File: config.mk
export PLATFORM = sky130hd
export DESIGN_NAME = temp_avg_flt_flat
export DESIGN_NICKNAME = d
export VERILOG_FILES = /design/src/rtl/temp_avg_flt_if.sv /design/src/rtl/temp_avg_flt.sv /design/src/flat_wrapper.sv
export SDC_FILE = /design/constraint.sdc
export NUM_CORES = 1
export LEC_CHECK = 0
export ABC_CLOCK_PERIOD_IN_PS = 12350
export CAP_MARGIN = 20
export CORE_ASPECT_RATIO = 2
export CORE_MARGIN = 2
export CORE_UTILIZATION = 55
export CTS_BUF_LIST = sky130_fd_sc_hd__clkbuf_16
export CTS_CLUSTER_SIZE = 24
export DETAILED_ROUTE_END_ITERATION = 8
export PLACE_DENSITY = 0.72
export SLEW_MARGIN = 20
export SYNTH_ARGS = -nofsm -noshare
export SYNTH_HDL_FRONTEND = slang
export SYNTH_SLANG_ARGS = --single-unit
File: constraint.sdc
create_clock -name clk -period 12.35 [get_ports clk]
set_input_delay 1.8525 -clock clk [delete_from_list [all_inputs] [get_ports clk]]
set_output_delay 1.8525 -clock clk [all_outputs]
set_load 0.1 [all_outputs]
File: src/rtl/temp_avg_flt_if.sv
// Sample handshake bundle between the ADT7420 reader and the temperature smoothing filter.
interface temp_avg_flt_if #(
   parameter int unsigned DATA_W = 13
) ();

   logic [1:0]               mode;
   logic                     in_valid;
   logic signed [DATA_W-1:0] in_data;
   logic                     in_ready;
   logic                     out_valid;
   logic signed [DATA_W-1:0] out_data;
   logic                     primed;

   modport master (
      output mode,
      output in_valid,
      output in_data,
      input  in_ready,
      input  out_valid,
      input  out_data,
      input  primed
   );

   modport slave (
      input  mode,
      input  in_valid,
      input  in_data,
      output in_ready,
      output out_valid,
      output out_data,
      output primed
   );

endinterface

File: src/rtl/temp_avg_flt.sv
// Temperature smoothing filter: bypass, DEPTH-sample boxcar or exponential average.
// Build option TEMP_FLT_ROUND_EN: round half up before the averaging shifts (default floor).
module temp_avg_flt #(
   parameter int unsigned DATA_W      = 13,
   parameter int unsigned DEPTH       = 16,
   parameter int unsigned ALPHA_SHIFT = 3
) (
   input logic           clk,
   input logic           rst_n,
   temp_avg_flt_if.slave bus
);

   localparam int unsigned PTR_W = $clog2(DEPTH);
   localparam int unsigned SUM_W = DATA_W + PTR_W;
   localparam int unsigned ACC_W = DATA_W + ALPHA_SHIFT;
   localparam int unsigned CNT_W = $clog2(DEPTH + 1);

`ifdef TEMP_FLT_ROUND_EN
   localparam logic signed [SUM_W-1:0] BOX_RND = SUM_W'(2 ** (PTR_W - 1));
   localparam logic signed [ACC_W-1:0] EXP_RND = ACC_W'(2 ** (ALPHA_SHIFT - 1));
`else
   localparam logic signed [SUM_W-1:0] BOX_RND = '0;
   localparam logic signed [ACC_W-1:0] EXP_RND = '0;
`endif

   typedef enum logic [1:0] {
      ST_IDLE,
      ST_PRIME,
      ST_CALC,
      ST_OUT
   } state_e;

   state_e                   state_q, state_d;
   logic [CNT_W-1:0]         cnt_q, cnt_d;
   logic [PTR_W-1:0]         ptr_q, ptr_d;
   logic signed [SUM_W-1:0]  sum_q, sum_d;
   logic signed [ACC_W-1:0]  acc_q, acc_d;
   logic signed [DATA_W-1:0] sample_q, sample_d;
   logic [1:0]               mode_q, mode_d;
   logic                     primed_q, primed_d;
   logic                     in_ready_q, in_ready_d;
   logic                     out_valid_q, out_valid_d;
   logic signed [DATA_W-1:0] out_data_q, out_data_d;

   logic signed [DATA_W-1:0] win_mem [DEPTH];
   logic                     win_we;
   logic [PTR_W-1:0]         win_addr;

   logic signed [SUM_W-1:0]  box_sum;
   logic signed [DATA_W-1:0] box_res;
   logic signed [ACC_W-1:0]  exp_acc;
   logic signed [DATA_W-1:0] exp_res;
   logic                     keep_prime;

   // Steady-state datapath for the sample currently held in sample_q
   always_comb begin
      box_sum = sum_q + SUM_W'(sample_q) - SUM_W'(win_mem[ptr_q]);
      box_res = DATA_W'((box_sum + BOX_RND) >>> PTR_W);
      exp_acc = acc_q + ACC_W'(sample_q) - (acc_q >>> ALPHA_SHIFT);
      exp_res = DATA_W'((exp_acc + EXP_RND) >>> ALPHA_SHIFT);
   end

   always_comb begin
      state_d     = state_q;
      cnt_d       = cnt_q;
      ptr_d       = ptr_q;
      sum_d       = sum_q;
      acc_d       = acc_q;
      sample_d    = sample_q;
      mode_d      = mode_q;
      primed_d    = primed_q;
      out_valid_d = 1'b0;
      out_data_d  = out_data_q;
      win_we      = 1'b0;
      win_addr    = ptr_q;
      keep_prime  = primed_q && (bus.mode == mode_q);

      unique case (state_q)
         ST_IDLE: begin
            if (bus.in_valid && in_ready_q) begin
               sample_d = bus.in_data;
               mode_d   = bus.mode;
               primed_d = keep_prime;
               cnt_d    = '0;
               state_d  = (bus.mode == 2'd1 && !keep_prime) ? ST_PRIME : ST_CALC;
            end
         end
         // DEPTH fill writes, then one cycle to load the sum and publish the sample
         ST_PRIME: begin
            if (cnt_q == CNT_W'(DEPTH)) begin
               sum_d       = SUM_W'(sample_q) <<< PTR_W;
               ptr_d       = '0;
               out_data_d  = sample_q;
               out_valid_d = 1'b1;
               primed_d    = 1'b1;
               state_d     = ST_OUT;
            end else begin
               win_we   = 1'b1;
               win_addr = PTR_W'(cnt_q);
               cnt_d    = cnt_q + CNT_W'(1);
            end
         end
         ST_CALC: begin
            out_valid_d = 1'b1;
            primed_d    = 1'b1;
            state_d     = ST_OUT;
            unique case (mode_q)
               2'd1: begin
                  sum_d      = box_sum;
                  win_we     = 1'b1;
                  ptr_d      = ptr_q + PTR_W'(1);
                  out_data_d = box_res;
               end
               2'd2: begin
                  if (primed_q) begin
                     acc_d      = exp_acc;
                     out_data_d = exp_res;
                  end else begin
                     acc_d      = ACC_W'(sample_q) <<< ALPHA_SHIFT;
                     out_data_d = sample_q;
                  end
               end
               default: out_data_d = sample_q;
            endcase
         end
         ST_OUT: state_d = ST_IDLE;
         default: state_d = ST_IDLE;
      endcase

      in_ready_d = (state_d == ST_IDLE);
   end

   always_ff @(posedge clk or negedge rst_n) begin
      if (!rst_n) begin
         state_q     <= ST_IDLE;
         cnt_q       <= '0;
         ptr_q       <= '0;
         sum_q       <= '0;
         acc_q       <= '0;
         sample_q    <= '0;
         mode_q      <= '0;
         primed_q    <= 1'b0;
         in_ready_q  <= 1'b0;
         out_valid_q <= 1'b0;
         out_data_q  <= '0;
      end else begin
         state_q     <= state_d;
         cnt_q       <= cnt_d;
         ptr_q       <= ptr_d;
         sum_q       <= sum_d;
         acc_q       <= acc_d;
         sample_q    <= sample_d;
         mode_q      <= mode_d;
         primed_q    <= primed_d;
         in_ready_q  <= in_ready_d;
         out_valid_q <= out_valid_d;
         out_data_q  <= out_data_d;
      end
   end

   // Window storage is never reset; a cleared primed flag forces a refill
   always_ff @(posedge clk) begin
      if (win_we) begin
         win_mem[win_addr] <= sample_q;
      end
   end

   assign bus.in_ready  = in_ready_q;
   assign bus.out_valid = out_valid_q;
   assign bus.out_data  = out_data_q;
   assign bus.primed    = primed_q;

endmodule

File: src/flat_wrapper.sv
// flat-port wrapper written by rule: the top's interface ports become plain ports
module temp_avg_flt_flat 
#(
   parameter int unsigned DATA_W      = 13,
   parameter int unsigned DEPTH       = 16,
   parameter int unsigned ALPHA_SHIFT = 3
)
  (clk, rst_n, bus_mode, bus_in_valid, bus_in_data, bus_in_ready, bus_out_valid, bus_out_data, bus_primed);
  temp_avg_flt_if #(.DATA_W(DATA_W)) bus_i ();
  input logic clk;
  input logic rst_n;
  input wire logic [$bits(bus_i.mode)-1:0] bus_mode;
  input wire logic [$bits(bus_i.in_valid)-1:0] bus_in_valid;
  input wire logic [$bits(bus_i.in_data)-1:0] bus_in_data;
  output wire logic [$bits(bus_i.in_ready)-1:0] bus_in_ready;
  output wire logic [$bits(bus_i.out_valid)-1:0] bus_out_valid;
  output wire logic [$bits(bus_i.out_data)-1:0] bus_out_data;
  output wire logic [$bits(bus_i.primed)-1:0] bus_primed;
  assign bus_i.mode = bus_mode;
  assign bus_i.in_valid = bus_in_valid;
  assign bus_i.in_data = bus_in_data;
  assign bus_in_ready = bus_i.in_ready;
  assign bus_out_valid = bus_i.out_valid;
  assign bus_out_data = bus_i.out_data;
  assign bus_primed = bus_i.primed;
  temp_avg_flt #(.DATA_W(DATA_W), .DEPTH(DEPTH), .ALPHA_SHIFT(ALPHA_SHIFT)) u_core (.clk(clk), .rst_n(rst_n), .bus(bus_i));
endmodule
Word-level counts from Yosys, hierarchy flattened
Memory sizes are Yosys's and may differ from the RTL's.
Index checks and enable logic that the tools add are counted.
{"block": "totals", "mem_bits_rw": 208, "inputBits": 18, "memories": 1, "register_bits": 75, "out_inout_bits": 16}
{"memory": "u_core.win_mem", "depth": 16, "word_bits": 13, "rd": 1, "rd_ports_with_merged_regs": 0, "write_ports": 1, "line_no": "temp_avg_flt.sv:45", "text": "logic signed [DATA_W-1:0] win_mem [DEPTH];"}
{"block": "op_classes", "muxes": 30, "reduce_logical": 15, "add_sub_neg": 6, "n_eq_ne": 12}
{"op": "13-bit case mux with 2 select lines", "count": 2}
{"op": "17-bit 2-to-1 mux", "count": 2}
{"op": "17-bit case mux with 2 select lines", "count": 1}
{"op": "13-bit 2-to-1 mux", "count": 2}
{"op": "17-bit by 13-bit adder with 17-bit output", "count": 1}
{"op": "17-bit by 13-bit subtractor with 17-bit output", "count": 1}
{"op": "16-bit by 13-bit adder with 16-bit output", "count": 1}
{"op": "16-bit 2-to-1 mux", "count": 1}
{"op": "4-bit 2-to-1 mux", "count": 4}
{"op": "16-bit by 13-bit subtractor with 16-bit output", "count": 1}
{"op": "5-bit 2-to-1 mux", "count": 2}
{"op": "5-bit case mux with 2 select lines", "count": 1}
{"op": "3-bit AND reduction", "count": 3}
{"op": "2-bit case mux with 4 select lines", "count": 1}
{"op": "4-bit case mux with 2 select lines", "count": 1}
{"op": "1-bit 2-to-1 mux", "count": 7}
{"op": "2-bit by 1-bit equality test with 1-bit output (second input constant)", "count": 3}
{"op": "2-bit equality test (second input constant)", "count": 3}
{"op": "2-bit 2-to-1 mux", "count": 3}
{"op": "2-bit AND reduction", "count": 3}
{"op": "5-bit by 1-bit adder with 5-bit output (second input constant)", "count": 1}
{"op": "5-bit equality test (second input constant)", "count": 1}
{"op": "4-bit by 1-bit adder with 4-bit output (second input constant)", "count": 1}
{"op": "2-bit zero test", "count": 2}
{"op": "9 further kinds", "count": 15}

Longest topological paths before layout
Gate-level depths: netlist of run 1.
{"block": "logic_depth", "word_depth": 8, "mapped_depth": 15, "depth_no_buf": 13}

Worst setup path before layout of run 1
Ideal clock, no wire load.
{"block": "synth_path", "path_kind": "flip-flop to flip-flop", "from": "register u_core.ptr_q[0]", "to": "register u_core.sum_q[16]", "n_path_buf": 2, "required_ps": 12224, "arrival_ps": 4448, "setup_ps": 126, "stages_incl_launch_ff": 15, "slack_ps": 7776, "path_cell_list": "dfrtp_1 > buf_2 > buf_2 > mux4_2 > mux4_2 > fa_1 > inv_1 > fa_1 > a21oi_2 > o21ai_2 > a2111oi_2 > o31ai_1 > a221o_1 > xor2_1 > a221o_1"}
{"block": "synth_via", "elab_chain_len": 4}
{"item": "start: declaration", "line_no": "temp_avg_flt.sv:35", "text": "logic [PTR_W-1:0] ptr_q, ptr_d;"}
{"item": "start signal: assignment", "line_no": "temp_avg_flt.sv:149", "text": "ptr_q <= ptr_d;"}
{"item": "memory 16 x 13 bit"}
{"item": "17-bit by 13-bit subtractor with 17-bit output", "line_no": "temp_avg_flt.sv:57", "text": "box_sum = sum_q + SUM_W'(sample_q) - SUM_W'(win_mem[ptr_q]);"}
{"item": "17-bit 2-to-1 mux", "line_no": "temp_avg_flt.sv:107", "text": "unique case (mode_q)"}
{"item": "17-bit case mux with 2 select lines", "line_no": "temp_avg_flt.sv:78", "text": "unique case (state_q)"}
{"item": "end signal: assignment", "line_no": "temp_avg_flt.sv:150", "text": "sum_q <= sum_d;"}
{"item": "end: declaration", "line_no": "temp_avg_flt.sv:36", "text": "logic signed [SUM_W-1:0] sum_q, sum_d;"}
Every way passes these cells. The select of a mux whose other input is x is not followed.
A chain may end at the register's enable or synchronous reset.

Worst setup path after layout of run 1
Ends and elaborated chain as after synthesis.

==> results of run 1 <==
-- cell type report --
cell class | instances | area, µm² | area share [%]
multi-input cells | 592 | 5376 | 34.79
inverters | 128 | 480.5 | 3.109
flip-flops and latches | 283 | 8128 | 52.59
repair buffers | 41 | 387.9 | 2.510
clock inverters | 18 | 87.58 | 0.5667
well taps | 336 | 420.4 | 2.720
clock buffers | 23 | 575.6 | 3.724
-- layer usage --
metal  GRT usage, %  vias to the layer above  share of wire, %
met1          27.81                     4413                33
met3          4.463                      135               5.6
met5              0                        -                 0
met4          16.84                        0               7.2
li1               -                     3902                 -
met2          47.05                      325                54
-- flip-flops by register name, indices dropped and copies added (netlist names), 2 cells and up --
name and cells:
u_core.sum_q 17, u_core.cnt_q 5, u_core.bus.out_data 13, u_core.acc_q 16, u_core.mode_q 2, u_core.sample_q 13
u_core.ptr_q 4, u_core.win_mem 208, u_core.state_q 2
-- how the worst min path moves through the flow --
stage,slack (ns),end,startpoint,cells after the start
final,0.48,u_core.acc_q[2],u_core.acc_q[2],2
after global routing,0.51,u_core.sum_q[15],u_core.sum_q[15],2
after CTS,0.48,u_core.acc_q[2],u_core.acc_q[2],2
after detailed placement,0.47,u_core.acc_q[2],u_core.acc_q[2],2
after global placement,0.46,u_core.acc_q[2],u_core.acc_q[2],2
after floorplan,0.45,u_core.acc_q[2],u_core.acc_q[2],2
-- synth_stat cells, drive strengths merged (3+ instances only) --
library cell	count	area (µm²)
edfxtp	208	6246
inv	126	473.0
dfrtp	75	1877
nand2	72	270.3
mux4	65	1464
a21oi	62	321.6
o21ai	58	294.0
nor2	49	183.9
ha	43	538.0
fa	31	620.6
clkbuf	29	108.9
nand3	19	95.09
xnor2	19	166.4
mux2	16	180.2
o22ai	12	75.07
a31oi	11	68.82
buf	10	43.79
mux2i	9	90.09
nand2b	8	50.05
nor3	8	40.04
o31ai	8	60.06
xor2	8	70.07
a211oi	7	57.55
a21o	6	45.04
and3	6	37.54
nor2b	6	37.54
a32oi	5	43.79
nand4	5	31.28
a221oi	4	35.03
nor3b	4	30.03
o21a	4	30.03
a22o	3	26.28
a22oi	3	22.52
a41oi	3	26.28
and4	3	26.28
nand3b	3	22.52
o31a	3	26.28
or2	3	18.77
or3	3	18.77
-- cell families after synthesis --
kind of cell	share of synthesized area [%]
compound gates	9.287
xor+xnor	1.678
fa+ha+maj	8.222
buf+inv	4.493
flops	57.64
mux	12.31
simple gates	6.375
-- through the flow --
| step | instances | util, % | setup WS (ns) | cell area (µm²) | hold WS [ns] |
|---|---|---|---|---|---|
| final | 1421 | 61.49 | 6.952 | 15460 | 0.4798 |
| after global routing | 1421 | 61.49 | 6.671 | 15460 | 0.5134 |
| after CTS | 1421 | 61.49 | 6.954 | 15460 | 0.4827 |
| after detailed placement | 1380 | 58.85 | 6.998 | 14790 | 0.4658 |
| after global placement | 1380 | 58.85 | 7.037 | 14790 | 0.4645 |
| after floorplan | 1042 | - | 7.776 | 14090 | 0.4485 |
-- critical path: cells and delay by family, from the launching register on --
kind            cells  cell delay (ns)
flops               1             0.56
buf+inv             2             0.78
mux                 2             1.10
xor+xnor            1             0.16
fa+ha+maj           2             0.99
compound gates      6             1.60
-- placed cells by master, fill, tap and decap left out, types with 5 or more instances in the layout --
cell / n
mux4_2: 65
clkinv_1: 7
nor2b_1: 6
nand2_1: 72
a21o_1: 6
o21ai_1: 11
a211oi_1: 6
mux2i_1: 9
a31oi_1: 11
nor2_2: 16
o31ai_1: 8
clkbuf_16: 23
inv_1: 131
a21oi_1: 59
edfxtp_1: 208
o21ai_0: 46
nand3_1: 19
mux2_2: 16
dfrtp_1: 73
nor2_1: 33
and3_1: 6
nand2b_1: 8
clkdlybuf4s50_1: 32
nor3_1: 8
xnor2_1: 19
o22ai_1: 12
xor2_1: 8
buf_4: 9
nand4_1: 5
fa_1: 31
ha_1: 43
a32oi_1: 5
==> summary.md, run 1 <==
| Metric | Value |
|---|---|
| Register-to-register path setup slack | `6.95 ns` |
| DR vias/cell | `6.175` |
| Gate Count Post-Synth | `about 1000` |
| Fillers | `1887` |
| Die height | `roughly 230 µm` |
| Clock skew | `0.01710 ns` |
| Endpoint class of the critical path | `flip-flop` |
| # nets final | `1161` |
| Syn_area_per_cell | `13.52 µm²` |
| Worst Setup SP | `u_core.ptr_q[0]` |
| Synth async-reset ratio | `about a quarter` |
| Io pins | `34` |
| Number of flops mapped to enable cells by yosys | `208` |
| Grt ovf | `0` |
| Status | `completed` |
| FP Rows | `about 80` |
| Vias post-DR | `8775` |
| Area Overhead vs Synth | `9.678%` |
| CTS tree | `yes` |
| Num CTS Buffers | `23` |
| I/O Buffers | `33` |
| R2R Path End | `u_core.sum_q[16]` |
| Post-CTS setup buffers | `0` |
| Starting DRC count in detailed routing | `714` |
| First-pass iteration count of the detailed router | `5` |
| Setup violators final | `0` |
| DRT antenna net count | `0` |
| Worst EP required | `12.76 ns` |
| Initial Util | `56.06%` |
| Clock root buffer | `clkbuf_16` |
| Reg2reg start | `u_core.ptr_q[0]` |
| Final Wtd Congestion | `0.9609` |
| Reg2Reg Depth | `13` |
| Clk_lat worst skew | `0.52 ns` |
| Crit path cell chain | `buf_4, mux4_2, mux4_2, fa_1, inv_1, fa_1, a21oi_2, o21ai_2, a2111oi_2, o31ai_1, a221o_1, xor2_1, a221o_1` |
| Tmin final | `~5.4 ns` |
| DP Wirelength | `~23000 µm` |
| CTS resizes | `0` |
| Clk slew on worst S/H paths | `0.07 ns` |
| Period utilisation layout | `43.71%` |
| Slowest stage delay, CP | `0.70 ns` |
| Core area | `25140 µm²` |
| CP endpoint | `u_core.sum_q[16]` |
| Hold Crit Class | `reg -> reg` |
| Slew at the pin closest to its max-slew limit | `around 1.1 ns` |
| # diodes | `0` |
| Critical path class | `reg -> reg` |
| Yosys warning total | `0` |
| GRT Total Usage | `26.38%` |
| First-pass GRT wire length | `51680 µm` |
| Yosys reg bits | `283` |
| H-tree depth | `1` |
| Mapped cell area | `14090 µm²` |
| Top_reg_cell synth | `edfxtp_1` |
| Slowest CP cell | `buf_4` |
| Clock Sinks | `283` |
| Register area share after synthesis | `57.64%` |
| DIE AREA | `roughly 27000 µm²` |
| Final hold viol count | `0` |
| Largest net degree at the start of global routing | `76` |
| Max Clk Rate | `roughly 0.19 GHz` |
| Max-slew headroom | `23.73%` |
| Vias in the first global route | `9042` |
| Clock Tree Buf Depth | `3` |
| Pins Over Slew Limit | `0` |
| CP arrival | `5.81 ns` |
| RSZ-0062 raised after global routing | `false` |
| Die width | `117.2 µm` |
| Post-CTS Hold Fix Bufs | `0` |
| Layout cells sized above 1 | `between 10% and 20%` |
| Initial antenna violation count | `0` |
| Syn_nets | `1134` |
| WL per Instance | `23.93 µm` |
| Critical-path maximum fanout | `48` |
| CP Launch Type | `flip-flop` |
| Final setup TNS | `0 ns` |
| DR DRC count | `0` |
| Maxcap violations | `0` |
| Routed Wire Length | `34000 µm` |
| Synth unique cells | `between 60 and 70` |
Power of run 1 is not shown: default switching activity piles up to over one toggle a cycle in this logic, so the estimate is an artifact.
==> run 2, diff against run 1 <==
Settings changed: ABC_CLOCK_PERIOD_IN_PS 12350 to 5600.
Clock period 12.35 ns to 5.6 ns, I/O delays scaled along.
==> summary.md, run 2 (synthesis results as in run 1) <==
| Metric | Value |
|---|---|
| Status | `completed` |
| Clock Tree Buf Depth | `3` |
| Clock root buffer | `clkbuf_16` |
| Hold Crit Class | `in -> async` |
| Clock skew | `0.01533 ns` |
| Core area | `around 25000 µm²` |
| Reg2reg start | `u_core.ptr_q[0]` |
| Finished Cell Area | `15630 µm²` |
| R2R Path End | `u_core.bus.out_data[11]` |
| Largest Register | `u_core.win_mem` |
| First-pass GRT wire length | `53020 µm` |
| Io pins | `34` |
| Initial antenna violation count | `0` |
| Placement Cell Area | `14840 µm²` |
| Register-to-register path setup slack | `0.68 ns` |
| WL per Instance | `~25 µm` |
| Vias in the first global route | `9280` |
| Dpl ws | `0.7056 ns` |
| Clk slew on worst S/H paths | `0.08 ns` |
| Die width | `between 100 and 150 µm` |
| Most frequent cells in the layout | `edfxtp_1 (208), inv_1 (129), dfrtp_1 (73), nand2_1 (72), mux4_2 (65)` |
| Num CTS Buffers | `24` |
| Hold_ws | `0.1831 ns` |
| Clk_lat worst skew | `0.54 ns` |
| Crit path setup slack, layout | `0.6823 ns` |
| Post-CTS Hold Fix Bufs | `0` |
| Endpoint class of the critical path | `flip-flop` |
| CP arrival | `5.31 ns` |
| Clock Sinks | `283` |
| Grt ovf | `0` |
| Initial Util | `56.06%` |
| Max-slew headroom | `24.68%` |
| # diodes | `0` |
| Worst EP required | `5.99 ns` |
| Die height | `230.4 µm` |
| Biggest regs | `u_core.win_mem (208), u_core.sum_q (17), u_core.acc_q (16)` |
| DR vias/cell | `6.140` |
| Slew at the pin closest to its max-slew limit | `1.127 ns` |
| Largest net degree at the start of global routing | `76` |
| Reg2Reg Depth | `11` |
| # nets final | `1167` |
| CTS resizes | `0` |
| Post-CTS setup buffers | `0` |
| Final Wtd Congestion | `between 0.9 and 1` |
| DIE AREA | `between 20000 and 30000 µm²` |
| RSZ-0062 raised after global routing | `false` |
| CP Launch Type | `flip-flop` |
| Maxcap violations | `0` |
| Final setup TNS | `0 ns` |
| Commonest non-fill, non-tap cell in the layout | `edfxtp_1` |
| GRT Total Usage | `27.13%` |
| DP Wirelength | `24050 µm` |
| FP Rows | `between 80 and 90` |
| Setup violators final | `0` |
| Starting DRC count in detailed routing | `723` |
| Area Overhead vs Synth | `10.90%` |
| DRT antenna net count | `0` |
| Fillers | `1873` |
| Final hold viol count | `0` |
| Critical path class | `reg -> reg` |
| Critical-path maximum fanout | `34` |
| Layout cells sized above 1 | `14.47%` |
| Tmin final | `4.918 ns` |
| I/O Buffers | `33` |
| Pins Over Slew Limit | `0` |
| DR DRC count | `0` |
| Max Clk Rate | `0.2033 GHz` |
| Period utilisation layout | `between 80% and 90%` |
| First-pass iteration count of the detailed router | `5` |
| Routed Wire Length | `35450 µm` |
| H-tree depth | `1` |
| Max FFs per register | `208` |
| Vias post-DR | `8768` |
| CTS tree | `yes` |
run 2: final cells by class:
type                    instances  area [µm²]  share of cell area (%)
multi-input cells             592        5376                   34.40
clock buffers                  25       625.6                   4.003
flip-flops and latches        283        8128                   52.01
repair buffers                 46       457.9                   2.930
well taps                     336       420.4                   2.690
clock inverters                18       140.1                  0.8966
inverters                     128       480.5                   3.074
run 2: worst max path at each step:
stage / startpoint / to / slack [ns] / depth (start not counted)
final: u_core.ptr_q[0] / u_core.bus.out_data[11] / 0.68 / 11
after floorplan: u_core.ptr_q[0] / u_core.sum_q[16] / 1.03 / 14
after detailed placement: u_core.ptr_q[0] / u_core.bus.out_data[11] / 0.71 / 12
after CTS: u_core.ptr_q[0] / u_core.bus.out_data[11] / 0.66 / 11
after global placement: u_core.ptr_q[0] / u_core.bus.out_data[11] / 0.74 / 12
after global routing: u_core.ptr_q[0] / u_core.bus.out_data[11] / 0.40 / 12
run 2: stage by stage:
| step | util (%) | cells |
|---|---|---|
| detailed placement | 59.02 | 1384 |
| floorplan | - | 1042 |
| global placement | 59.02 | 1384 |
| CTS | 62.07 | 1427 |
| finish | 62.18 | 1428 |
| global route | 62.18 | 1428 |
run 2: worst max-delay path, stage by stage (launching register included):
cell,delay [ns]
dfrtp_4,0.87
mux4_2,0.64
mux4_2,0.64
fa_1,0.58
inv_1,0.05
ha_1,0.35
a211oi_1,0.32
o21ai_1,0.11
a41oi_1,0.29
or4b_1,0.49
a41oi_1,0.25
o22ai_1,0.11
run 2: layer usage:
metal  wire [µm]  up-vias  track usage, %
li1            -     3914               -
met1       11530     4435           27.74
met2       19800      298           50.16
met3        1614      121           3.623
met4        2503        0           16.76
met5           0        -               0
Power of run 2 is left out for the same reason.
==> run 3, diff against run 2 <==
Settings changed: CORE_UTILIZATION 55 to 45, HOLD_SLACK_MARGIN set to 0.08, PLACE_DENSITY 0.72 to unset.
==> summary.md, run 3 (synthesis results as in run 1) <==
| Metric | Value |
|---|---|
| CTS resizes | `0` |
| Largest net degree at the start of global routing | `58` |
| # diodes | `0` |
| Final core utilization | `51.62%` |
| Clock skew | `0.008590 ns` |
| Worst EP required | `roughly 6 ns` |
| Period utilisation layout | `89.68%` |
| DR vias/cell | `5.704` |
| Multi-input combinational cell area | `approximately 5400 µm²` |
| Pins Over Slew Limit | `0` |
| Endpoint class of the critical path | `flip-flop` |
| CP bufs+invs | `2` |
| Slowest CP cell | `dfrtp_4` |
| Die height | `254.3 µm` |
| Slowest stage delay, CP | `0.67 ns` |
| Max FFs per register | `between 200 and 250` |
| Register-to-register path setup slack | `0.58 ns` |
| Tmin final | `roughly 5 ns` |
| Fillers | `2588` |
| Status | `completed` |
| Post-CTS Hold Fix Bufs | `0` |
| Core area | `between 30000 and 40000 µm²` |
| Crit path cell chain | `buf_4, mux4_2, mux4_2, fa_1, inv_1, ha_1, a211oi_1, o21ai_1, a41oi_1, or4b_1, a41oi_1, o22ai_1` |
| Clk_lat worst skew | `about 0.53 ns` |
| H-tree depth | `1` |
| CP Launch Type | `flip-flop` |
| Final setup TNS | `0 ns` |
| I/O Buffers | `33` |
| Register area | `8128 µm²` |
| Initial Util | `45.67%` |
| Initial antenna violation count | `0` |
| DP Wirelength | `25940 µm` |
| Clock root buffer | `clkbuf_16` |
| Starting DRC count in detailed routing | `549` |
| FP Rows | `91` |
| Clock Tree Buf Depth | `3` |
| Num CTS Buffers | `24` |
| Die width | `129.1 µm` |
| Clock Sinks | `283` |
| DIE AREA | `32830 µm²` |
| Area Overhead vs Synth | `13.03%` |
| Biggest regs | `u_core.win_mem (208), u_core.sum_q (17), u_core.acc_q (16)` |
| Max-slew headroom | `25.66%` |
| CTS tree | `yes` |
| # nets final | `1172` |
| Critical-path maximum fanout | `23` |
| Commonest non-fill, non-tap cell in the layout | `edfxtp_1` |
| Setup violators final | `0` |
| Slew at the pin closest to its max-slew limit | `1.114 ns` |
| Most frequent cells in the layout | `edfxtp_1 (208), inv_1 (131), dfrtp_1 (73), nand2_1 (72), mux4_2 (65)` |
| Vias post-DR | `8647` |
| CP arrival | `about 5.4 ns` |
| Post-CTS setup buffers | `0` |
| Final Wtd Congestion | `0.9506` |
| RSZ-0062 raised after global routing | `false` |
| First-pass iteration count of the detailed router | `5` |
| Layout cells sized above 1 | `15.03%` |
| Clk slew on worst S/H paths | `0.07 ns` |
| Maxcap violations | `0` |
| Hold Crit Class | `in -> async` |
| Vias in the first global route | `9165` |
| Routed Wire Length | `36390 µm` |
| WL per Instance | `24.00 µm` |
| Final hold viol count | `0` |
| Io pins | `34` |
| DRT antenna net count | `0` |
| Largest Register | `u_core.win_mem` |
| Max Clk Rate | `0.1991 GHz` |
| Critical path class | `reg -> reg` |
| DR DRC count | `0` |
| GRT Total Usage | `22.87%` |
| First-pass GRT wire length | `54460 µm` |
| CP top delay family | `multiplexers` |
| Grt ovf | `0` |
==> run 3: changes by cell type in the layout (fill, tap and decap cells not counted), moves of 3 or more <==
| cell | delta |
|---|---|
| buf_4 | +5 |
| clkinv_1 | -3 |
| nor2_2 | -4 |
| bufinv_16 | +6 |
| nor2_4 | +4 |
==> run 3: worst paths after layout <==
path,startpoint,endpoint,cells past startpoint
min,rst_n,u_core.sample_q[5],1
max reg2reg,u_core.ptr_q[0],u_core.bus.out_data[11],12
min reg2reg,u_core.acc_q[0],u_core.acc_q[0],2
max in group asynchronous,rst_n,u_core.ptr_q[1],2
min in group clk,u_core.acc_q[0],u_core.acc_q[0],2
max,u_core.ptr_q[0],u_core.bus.out_data[11],12
==> run 3: final cells by class <==
class / instances / area share [%]
sequential: 283 / 51.03
multi-input combinational: 592 / 33.88
clock buffer: 25 / 3.927
tap: 418 / 3.283
timing repair buffer: 51 / 3.063
inverter: 128 / 3.016
clock inverter: 19 / 1.807
==> run 3: stage by stage <==
step / std cells / worst slack, ns / hold WS (ns) / cell area, µm²
6_report: 1516 / 0.5781 / 0.2695 / 15930
2_1_floorplan: 1042 / 1.026 / 0.4485 / 14090
3_3_place_gp: 1472 / 0.6450 / 0.4624 / 15000
4_1_cts: 1516 / 0.5623 / 0.2701 / 15920
5_1_grt: 1516 / 0.3253 / 0.2915 / 15930
3_5_place_dp: 1472 / 0.5899 / 0.4806 / 15010
==> run 3: per-layer routing <==
metal,wire length [µm],global-route usage [%]
met5,0,0
met4,2150,12.55
met3,1193,2.580
met2,20680,44.41
met1,12370,23.08
Power of run 3 is left out for the same reason.
==> RTL change, RTL diff (settings of run 1) <==
The option `TEMP_FLT_ROUND_EN` is turned on by a define.
--- a/src/rtl/temp_avg_flt.sv
+++ b/src/rtl/temp_avg_flt.sv
@@ -1,5 +1,7 @@
 // Temperature smoothing filter: bypass, DEPTH-sample boxcar or exponential average.
 // Build option TEMP_FLT_ROUND_EN: round half up before the averaging shifts (default floor).
+`define TEMP_FLT_ROUND_EN
+
 module temp_avg_flt #(
    parameter int unsigned DATA_W      = 13,
    parameter int unsigned DEPTH       = 16,
Behaviour: not the same (Yosys sat finds a counterexample within 10 cycles, from zero or initial values and one cycle with rst_n low).
==> RTL change against run 1 <==
Wire length is 1.6% lower. Highest routed layer unchanged. Sequential cell count stayed put. Final area is 6.0% higher. Worst setup slack worse by 0.37 ns. First-iteration DRC count is 14% higher. Global-route usage is 2.0 points lower. Die area is 5.1% higher. Area after synthesis is 5.2% higher.
Power is not shown: default switching activity piles up to over one toggle a cycle in this logic, so the estimate is an artifact.
==> RTL change: results (changes against run 1) <==
R2R Path End u_core.bus.out_data[11]$_DFFE_PN0P_; first-pass GRT wire length 52,600 um (+1.9%); number of cell instances on the worst register-to-register path 15 (+2); fill cell count 2,027 (+7.4%); number of detailed-routing iterations run before antenna repair 7 (+2); sequential share of the synthesized area 54.8% (-2.8 points); fraction of the mapped netlist area in compound gates 9.47% (+0.18 points); clock network latency to the later pin of the worst-skew pair 0.55 ns (+0.03 ns); Detail Route met2 WL 17,700 um (-3.8%); met1 layer usage reported by global route 31.6% (+3.8 points); count of non-filler cells in the finished layout 1,498 (+5.4%); Max Clock Skew 0.0109 ns (-0.00622 ns); detailed router's first-iteration violation count 811 (+14%); Critical Path Slowest Stage Cell sky130_fd_sc_hd__dfrtp_4; Crit path max-delay family multiplexers; Reg2Reg Setup Slack 6.58 ns (-0.37 ns); met3 routed WL 1820 um (-4.5%); count of cell types in the netlist 88 (+35%); final cell utilization of the core 61.4% (-0.12 points); setup slack after placement 6.51 ns (-0.483 ns); Synth Area in Adders 7.99% (-0.24 points); via count of the first global-routing pass 9,373 (+3.7%); largest fanout on the critical path 30 (-38%); met2 Usage GRT 42.5% (-4.5 points); worst hold margin 0.481 ns (+0.000731 ns); run status complete, no violations; clock buffers created by TritonCTS 26 (+13%); Data arrival, critical path 6.20 ns (+0.39 ns)
-- RTL change: cell types whose count changed after synthesis, moves of 6 or more --
cell and delta:
sky130_fd_sc_hd__a21oi_1 -17, sky130_fd_sc_hd__o21ai_0 +13, sky130_fd_sc_hd__nor2_1 +10, sky130_fd_sc_hd__o22ai_1 -10, sky130_fd_sc_hd__xnor2_1 +10, sky130_fd_sc_hd__mux2i_1 +8
sky130_fd_sc_hd__xor2_1 +8, sky130_fd_sc_hd__a22oi_1 +7, sky130_fd_sc_hd__o21ai_1 -7, sky130_fd_sc_hd__nand2_1 -6, sky130_fd_sc_hd__nor3_1 +6
-- RTL change: layout make-up --
cell class / instances / area share, %
Timing Repair Buffer: 39 / 2.40
Sequential cell: 283 / 49.6
Tap cell: 348 / 2.66
Multi-Input combinational cell: 652 / 37.2
Clock buffer: 26 / 3.97
Inverter: 130 / 2.98
Clock inverter: 20 / 1.20
